[src/rtl/stream_pair_aligner.sv]
// rtl/stream_pair_aligner.sv - pairs A/B pixel streams by (row,col) and paces the aligned output
module stream_pair_aligner #(
   parameter int A_WIDTH        = 16,
   parameter int B_WIDTH        = 16,
   parameter int DEPTH          = 8,
   parameter int CLKS_PER_PIXEL = 1
) (
   input  logic               clk_i,
   input  logic               rst_n_i,
   input  logic [A_WIDTH-1:0] a_pixel_i,
   input  logic               a_valid_i,
   input  logic [15:0]        a_row_i,
   input  logic [15:0]        a_col_i,
   input  logic [B_WIDTH-1:0] b_pixel_i,
   input  logic               b_valid_i,
   input  logic [15:0]        b_row_i,
   input  logic [15:0]        b_col_i,
   output logic [A_WIDTH-1:0] a_pixel_o,
   output logic [B_WIDTH-1:0] b_pixel_o,
   output logic               valid_o,
   output logic [15:0]        row_o,
   output logic [15:0]        col_o,
   output logic               a_ovf_o,
   output logic               b_ovf_o,
   output logic [15:0]        drop_cnt_o
);
   localparam int AW = $clog2(DEPTH);
   localparam int PW = (CLKS_PER_PIXEL > 1) ? $clog2(CLKS_PER_PIXEL) : 1;
   localparam logic [PW-1:0] PACE_LOAD = PW'(CLKS_PER_PIXEL - 1);
   localparam logic [AW:0]   FULL_CNT  = (AW + 1)'(DEPTH);

   // Each entry holds {pixel, row, col}; the low 32 bits form the raster key.
   logic [A_WIDTH+31:0] a_mem [DEPTH];
   logic [B_WIDTH+31:0] b_mem [DEPTH];
   logic [AW-1:0]       a_wr, a_rd, b_wr, b_rd;
   logic [AW:0]         a_cnt, b_cnt;
   logic [PW-1:0]       pace;

   logic [31:0]         key_a, key_b;
   logic [A_WIDTH-1:0]  head_a_px;
   logic [B_WIDTH-1:0]  head_b_px;
   logic                pop_a, pop_b, emit, discard;
   logic                push_a, push_b;

   assign key_a     = a_mem[a_rd][31:0];
   assign key_b     = b_mem[b_rd][31:0];
   assign head_a_px = a_mem[a_rd][A_WIDTH+31:32];
   assign head_b_px = b_mem[b_rd][B_WIDTH+31:32];

   always_comb begin
      pop_a   = 1'b0;
      pop_b   = 1'b0;
      emit    = 1'b0;
      discard = 1'b0;
      if (a_cnt != '0 && b_cnt != '0) begin
         if (key_a == key_b) begin
            if (pace == '0) begin
               emit  = 1'b1;
               pop_a = 1'b1;
               pop_b = 1'b1;
            end
         end else if (key_a < key_b) begin
            pop_a   = 1'b1;
            discard = 1'b1;
         end else begin
            pop_b   = 1'b1;
            discard = 1'b1;
         end
      end
   end

   // A full FIFO still accepts a write when its head leaves in the same cycle.
   assign push_a = a_valid_i && ((a_cnt != FULL_CNT) || pop_a);
   assign push_b = b_valid_i && ((b_cnt != FULL_CNT) || pop_b);

   always_ff @(posedge clk_i) begin
      if (rst_n_i && push_a) a_mem[a_wr] <= {a_pixel_i, a_row_i, a_col_i};
      if (rst_n_i && push_b) b_mem[b_wr] <= {b_pixel_i, b_row_i, b_col_i};
   end

   always_ff @(posedge clk_i) begin
      if (!rst_n_i) begin
         a_wr       <= '0;
         a_rd       <= '0;
         a_cnt      <= '0;
         b_wr       <= '0;
         b_rd       <= '0;
         b_cnt      <= '0;
         pace       <= '0;
         valid_o    <= 1'b0;
         a_pixel_o  <= '0;
         b_pixel_o  <= '0;
         row_o      <= '0;
         col_o      <= '0;
         a_ovf_o    <= 1'b0;
         b_ovf_o    <= 1'b0;
         drop_cnt_o <= '0;
      end else begin
         if (push_a) a_wr <= a_wr + 1'b1;
         if (pop_a)  a_rd <= a_rd + 1'b1;
         case ({push_a, pop_a})
            2'b10:   a_cnt <= a_cnt + 1'b1;
            2'b01:   a_cnt <= a_cnt - 1'b1;
            default: ;
         endcase
         if (push_b) b_wr <= b_wr + 1'b1;
         if (pop_b)  b_rd <= b_rd + 1'b1;
         case ({push_b, pop_b})
            2'b10:   b_cnt <= b_cnt + 1'b1;
            2'b01:   b_cnt <= b_cnt - 1'b1;
            default: ;
         endcase
         if (a_valid_i && !push_a) a_ovf_o <= 1'b1;
         if (b_valid_i && !push_b) b_ovf_o <= 1'b1;

         if (emit)              pace <= PACE_LOAD;
         else if (pace != '0)   pace <= pace - 1'b1;

         if (discard && drop_cnt_o != 16'hFFFF) drop_cnt_o <= drop_cnt_o + 1'b1;

         // Row/col come from A; equality with B is what made the emit possible.
         valid_o <= emit;
         if (emit) begin
            a_pixel_o <= head_a_px;
            b_pixel_o <= head_b_px;
            row_o     <= key_a[31:16];
            col_o     <= key_a[15:0];
         end
      end
   end
endmodule

[config.mk]
export PLATFORM = sky130hd
export DESIGN_NAME = stream_pair_aligner
export DESIGN_NICKNAME = d
export VERILOG_FILES = /design/src/rtl/stream_pair_aligner.sv
export SDC_FILE = /design/constraint.sdc
export NUM_CORES = 1
export LEC_CHECK = 0
export BUFFER_PORTS_ARGS = -buffer_cell sky130_fd_sc_hd__buf_2
export CAP_MARGIN = 10
export CORE_UTILIZATION = 60
export CTS_CLUSTER_DIAMETER = 150
export CTS_CLUSTER_SIZE = 12
export DETAILED_ROUTE_END_ITERATION = 6
export GPL_TIMING_DRIVEN = 0
export PLACE_DENSITY = 0.87
export SYNTH_ARGS = -nofsm -noshare
export SYNTH_HDL_FRONTEND = slang
export SYNTH_SLANG_ARGS = --single-unit
[constraint.sdc]
create_clock -name clk_i -period 20.3 [get_ports clk_i]
set_clock_uncertainty 0.1 [all_clocks]
set_input_delay 3.045 -clock clk_i [delete_from_list [all_inputs] [get_ports clk_i]]
set_output_delay 3.045 -clock clk_i [all_outputs]
set_load 0.005 [all_outputs]
==> results of run 1 <==
## layer usage
layer / up-vias / GRT usage [%] / part of all wire (%)
li1: 7700 / - / -
met1: 9347 / 36.6 / 36
met2: 1216 / 47.8 / 50
met3: 277 / 6.33 / 9.6
met4: 10 / 13.0 / 4.3
met5: - / 0 / 0.074
## power groups by stage
stage               Sequential [W]  Combinational [W]  Clock (W)
finish                     0.00204           0.000708    0.00142
detailed placement         0.00208           0.000679          0
floorplan                  0.00208           0.000473          0
global placement           0.00209           0.000624          0
CTS                        0.00204           0.000702    0.00143
global route               0.00205           0.000744    0.00149
## tightest hold or removal path: cells and delay by family, from the launching register on
family,cells,cell delay (ps)
AOI/OAI and AO/OA,1,50
DFF,1,310
and+or+nand+nor,1,50
## path summary, 6_finish.rpt
kind | endpoint | slack (ps) | cells after the start
min | col_o[2] | 350 | 2
min reg2reg | col_o[2] | 350 | 2
max reg2reg | a_mem[6][23] | 12570 | 14
max | a_mem[6][23] | 12570 | 14
## sequential cells by signal (all words and copies together) (netlist names), 3 cells and up, named ones only
signal and count:
a_mem 384, b_mem 384, a_pixel_o 16, b_pixel_o 16, col_o 16, drop_cnt_o 16, row_o 16, a_cnt 4
b_cnt 4, a_rd 3, a_wr 3, b_rd 3, b_wr 3
## cell usage in the layout (no fill, tap or decap), drive strengths merged, types with 17 or more instances in the layout
master / count
dfxtp: 110
nor2: 103
nand3: 21
mux4: 192
ha: 41
edfxtp: 768
buf: 283
nand2: 94
clkbuf: 196
a21oi: 88
inv: 17
mux2: 32
mux2i: 69
## cells by family (layout without fill, tap and decap cells)
group,Yosys count,count (layout)
fa+ha+maj,43,43
flops,878,878
xor+xnor,22,22
compound gates,124,124
buf+inv,100,499
other cells,1,9
mux,293,293
simple gates,286,286
## per-stage QoR
step	util, %	worst slack (ps)	power [W]
floorplan	-	11360	0.00255
global placement	64.4	5810	0.00271
detailed placement	66.0	13010	0.00276
CTS	70.3	12770	0.00417
global route	70.3	12450	0.00428
finish	70.4	12570	0.00417
## final cells by class
type,instances,area [µm²]
antenna,8,20.0
sequential,878,25300
multi-input combinational,769,8270
fill,3213,16400
buffer,86,338
clock inverter,6,70.1
tap,748,936
clock buffer,136,2320
timing repair buffer,257,1730
inverter,14,52.6
==> impl_metrics.tcl, run 1 <==
set metrics [dict create \
    slew_headroom_pct 20.9 \
    synthTopCellsByCount "edfxtp_1, mux4_2, dfxtp_1" \
    p_sw_w 0.00106 \
    fin_area_mm2 0.0390 \
    setup_viol 0 \
    min-delay-start "col_o[2]" \
    cts.sinks 878 \
    yosysMostFrequentCell "edfxtp_1" \
    seqPwrFrac_pct 49.1 \
    fmax_mhz 129 \
    grt-ovfl-total 0 \
    async_reset_ff_share_pct 0 \
    min-delay-path-class "reg2reg" \
    ant_nets 0 \
    dp_hpwl_um 53300 \
    ir_drop_mv 0.0756 \
    clkTransAtPathRegs_ps 60 \
    rows 86 \
    via_count 18550 \
    place_congestion 0.868 \
    yosysUniqueCellTypes 60 \
    cp.arrival_ps 7960 \
    track_usage_pct 28.8 \
    netlist_area_mm2 0.0338 \
    yosys.area_share.xor_xnor_pct 0.570 \
    critPathLaunchType "flop" \
    coreArea_mm2 0.0554 \
    io_buffers 180 \
    synth.area.mux_share_pct 15.9 \
    area_growth_pct 15.3 \
    vias_per_cell 6.39 \
    syn_inst 1747 \
    p_comb_share_pct 17.0 \
    synth_compound_area_share_pct 2.17 \
    swShare_pct 25.3 \
    synth-seq-cells 878 \
    cap_violations 0 \
    setup_tns_ps 0 \
    cp-end-kind "flop" \
    dp_cells 2752 \
    synth-edff-count 768 \
    die_w_um 239 \
    cpLargestDelayFamily "simple AND/OR/NAND/NOR gates" \
    synth_top_family_by_area "multiplexers" \
    p_per_area_mw_per_mm2 107 \
    yosys-top-cells-area "edfxtp_1, mux4_2, dfxtp_1" \
    min_period_ps 7730 \
    first_iter_violations 2356 \
    fin_nets 2232 \
    wl_um 80600 \
    die_area_mm2 0.0573 \
    antenna_found_initial 14 \
    grt_pass1_vias 19101 \
    rsz0062_at_grt "no" \
    grt_pass1_wl_um 118000 \
    cts_tree "yes" \
    cp_slowest_cell "nor4_1" \
    instances_no_fill 2902 \
    drc_errors 15 \
    drive_above_1_share_pct 28.4 \
    synth-simple-area-share_pct 3.88 \
    cts_root_buf "clkbuf_16" \
    period_share_pct 38.1 \
    path_cells "clkbuf_1, clkbuf_1, buf_1, mux2i_1, ha_1, nand4_1, nor4_1, nand2_1, nor3_2, o311ai_0, buf_2, nor3_2, buf_6, buf_6" \
    tightest_slew_ps 1180 \
    violations "design-rule violations" \
    p_clk_share_pct 34.0 \
    status "finished with violations" \
    crit_buf_inv 6 \
    max_stage_delay_ps 910 \
    clk_latency_ps 640 \
    whs_ps 352 \
    initial_core_util_pct 61.0 \
    dpl-instance-area_mm2 0.0366 \
    cts_buffers 83 \
    die_h_um 239 \
    yosysTopAreaCellShare_pct 68.2 \
    critical_path_class "reg2reg" \
    synth.avg_cell_area_um2 19.4 \
    synth_ff_type "edfxtp_1" \
    power.internal_w 0.00311 \
    synth_seq_area_share_pct 74.7 \
    cellLeakagePower_nw 12.7 \
    slew_viol_final 0 \
    cts_htree_levels 3 \
    ios 183 \
    synth_top_area_cell "edfxtp_1" \
    grt_max_degree 27 \
    worstPathMaxFanout 10 \
    synth_fa_ha_area_share_pct 1.63 \
    crit_required_ps 20530 \
    synth_fp_nets 1890 \
    dr.pass1.iters 7 \
    post_drt_wl_per_cell_um 27.8 \
    ctsResizeCount 0 \
    postCtsSetupBuffers 0 \
    clockBufferDepth 3 \
    yosys_warnings 0 \
    postCtsHoldBufs 0 \
    hold_viol_final 0 \
]
No activity file was read; power rests on OpenSTA's default activity.
==> run 2: changes to the inputs <==
==> constraint.sdc (replaced) <==
create_clock -name clk_i -period 7.97 [get_ports clk_i]
set_clock_uncertainty 0.1 [all_clocks]
set_input_delay 1.1955 -clock clk_i [delete_from_list [all_inputs] [get_ports clk_i]]
set_output_delay 1.1955 -clock clk_i [all_outputs]
set_load 0.005 [all_outputs]
==> impl_metrics.tcl, run 2 (synthesis results as in run 1) <==
set metrics [dict create \
    grt_pass1_vias 19064 \
    cts_tree "yes" \
    status "finished clean" \
    grtUsageMet2_pct 49.7 \
    slew_viol_final 0 \
    crit_required_ps 8200 \
    cp-end-kind "flop" \
    cts.sinks 878 \
    ios 183 \
    reg2reg_depth 15 \
    grt-ovfl-total 0 \
    clockBufferDepth 3 \
    drc_errors 0 \
    place_ws_ps 322 \
    min_period_ps 7620 \
    total_power_w 0.0107 \
    top_regs "a_mem x384, b_mem x384" \
    cp_slowest_cell "nor4_1" \
    rsz0062_at_grt "no" \
    slew_headroom_pct 7.93 \
    initial_core_util_pct 61.0 \
    grt-busiest-layer "met2" \
    post_drt_wl_per_cell_um 28.9 \
    p_per_area_mw_per_mm2 272 \
    hold_depth 2 \
    cts_buffers 83 \
    coreArea_mm2 0.0554 \
    io_buffers 180 \
    tightest_slew_ps 1360 \
    place_congestion 0.884 \
    die_w_um 239 \
    cellLeakagePower_nw 12.7 \
    whs_ps 351 \
    dpl-instance-area_mm2 0.0367 \
    cts_root_buf "clkbuf_16" \
    via_count 18771 \
    vias_per_cell 6.45 \
    ir_drop_mv 0.167 \
    critical_path_class "reg2reg" \
    period_share_pct 95.6 \
    path_cells "clkbuf_1, buf_2, clkdlybuf4s15_1, mux4_2, mux2i_1, ha_1, nand4_1, nor4_1, nand2_1, nor3_2, o31ai_4, nor4_2, buf_4, buf_4, buf_4" \
    hold_viol_final 0 \
    cap_violations 0 \
    critPathLaunchType "flop" \
    met3_usage_pct 6.18 \
    die_area_mm2 0.0573 \
    min-delay-path-class "reg2reg" \
    grt_pass1_wl_um 122000 \
    crit_path_frequent_cell "buf_4" \
    first_iter_violations 2395 \
    layout_common_cells "edfxtp_1, mux4_2, buf_2" \
    max_stage_delay_ps 950 \
    dp_hpwl_um 54000 \
    worstPathMaxFanout 10 \
    fmax_mhz 131 \
    drive_above_1_share_pct 28.5 \
    clkTransAtPathRegs_ps 60 \
    cp.arrival_ps 7850 \
    clk_latency_ps 650 \
    die_h_um 239 \
    rows 86 \
    grt_max_degree 23 \
    dr.pass1.iters 6 \
    final_common_cell "edfxtp_1" \
    fin_area_mm2 0.0392 \
    area_growth_pct 15.8 \
    ant_nets 0 \
    fin_nets 2235 \
    use_met1_pct 38.2 \
    track_usage_pct 29.9 \
    antenna_found_initial 18 \
    wl_um 84300 \
    cts_htree_levels 3 \
    setup_viol 0 \
    timing.final.ws_setup_ps 351 \
]
run 2: changes by cell type in the layout (fill, tap and decap cells not counted):
cell / delta
buf_8: +7
nor4_4: +2
buf_12: +2
buf_16: +1
clkdlybuf4s15_1: +1
diode_2: +10
nor4_2: -2
buf_1: -1
o311ai_1: +1
buf_6: +4
clkbuf_1: -3
o311ai_0: -1
buf_4: -10
buf_2: -1
run 2: critical path: cells and delay by family (launching register included):
family                     cells  cell delay (ps)
adders and majority gates      1              240
AOI/OAI and AO/OA              1              260
DFF                            1              320
buffers and inverters          6             2290
and+or+nand+nor                5             3010
muxes                          2             1080
run 2: final timing paths:
path	end	from	slack, ps
min reg2reg	row_o[4]	row_o[4]	350
min	row_o[4]	row_o[4]	350
max reg2reg	a_mem[0][21]	flop	350
max	a_mem[0][21]	flop	350
run 2: final cells by class:
class	count	area, µm²
Clock inverter	6	70.1
Clock buffer	133	2310
Multi-Input combinational cell	769	8280
Antenna cell	18	45.0
Tap cell	748	936
Sequential cell	878	25300
Buffer	86	344
Timing Repair Buffer	260	1860
Fill cell	3151	16200
Inverter	14	52.6
run 2: report_power, final:
| part | switching, W | internal [W] |
|---|---|---|
| clock | 0.00165 | 0.00198 |
| combinational | 0.00101 | 0.000806 |
| sequential | 0.0000628 | 0.00514 |
run 2: repair_timing:
item                                    4_1_cts  5_1_grt
cloned                                        0        0
buffers inserted                              0        4
endpoints found under the hold margin         0        0
resized for setup                             1        0
endpoints found under the setup margin        3       48
pin swaps                                     0        2
hold buffers                                  0        0
run 2: per-layer routing:
metal	routed length [µm]	part of all wire, %
met2	42300	50
met5	60	0.071
met1	30700	36
met3	7840	9.3
met4	3360	4.0
run 2: through the flow:
stage	setup TNS, ps	std cells	utilization (%)
6_report	0	2912	70.7
5_1_grt	0	2905	70.6
4_1_cts	0	2890	70.5
3_5_place_dp	0	2751	66.2
3_3_place_gp	-2670560	2675	64.4
2_1_floorplan	-90500	1747	-
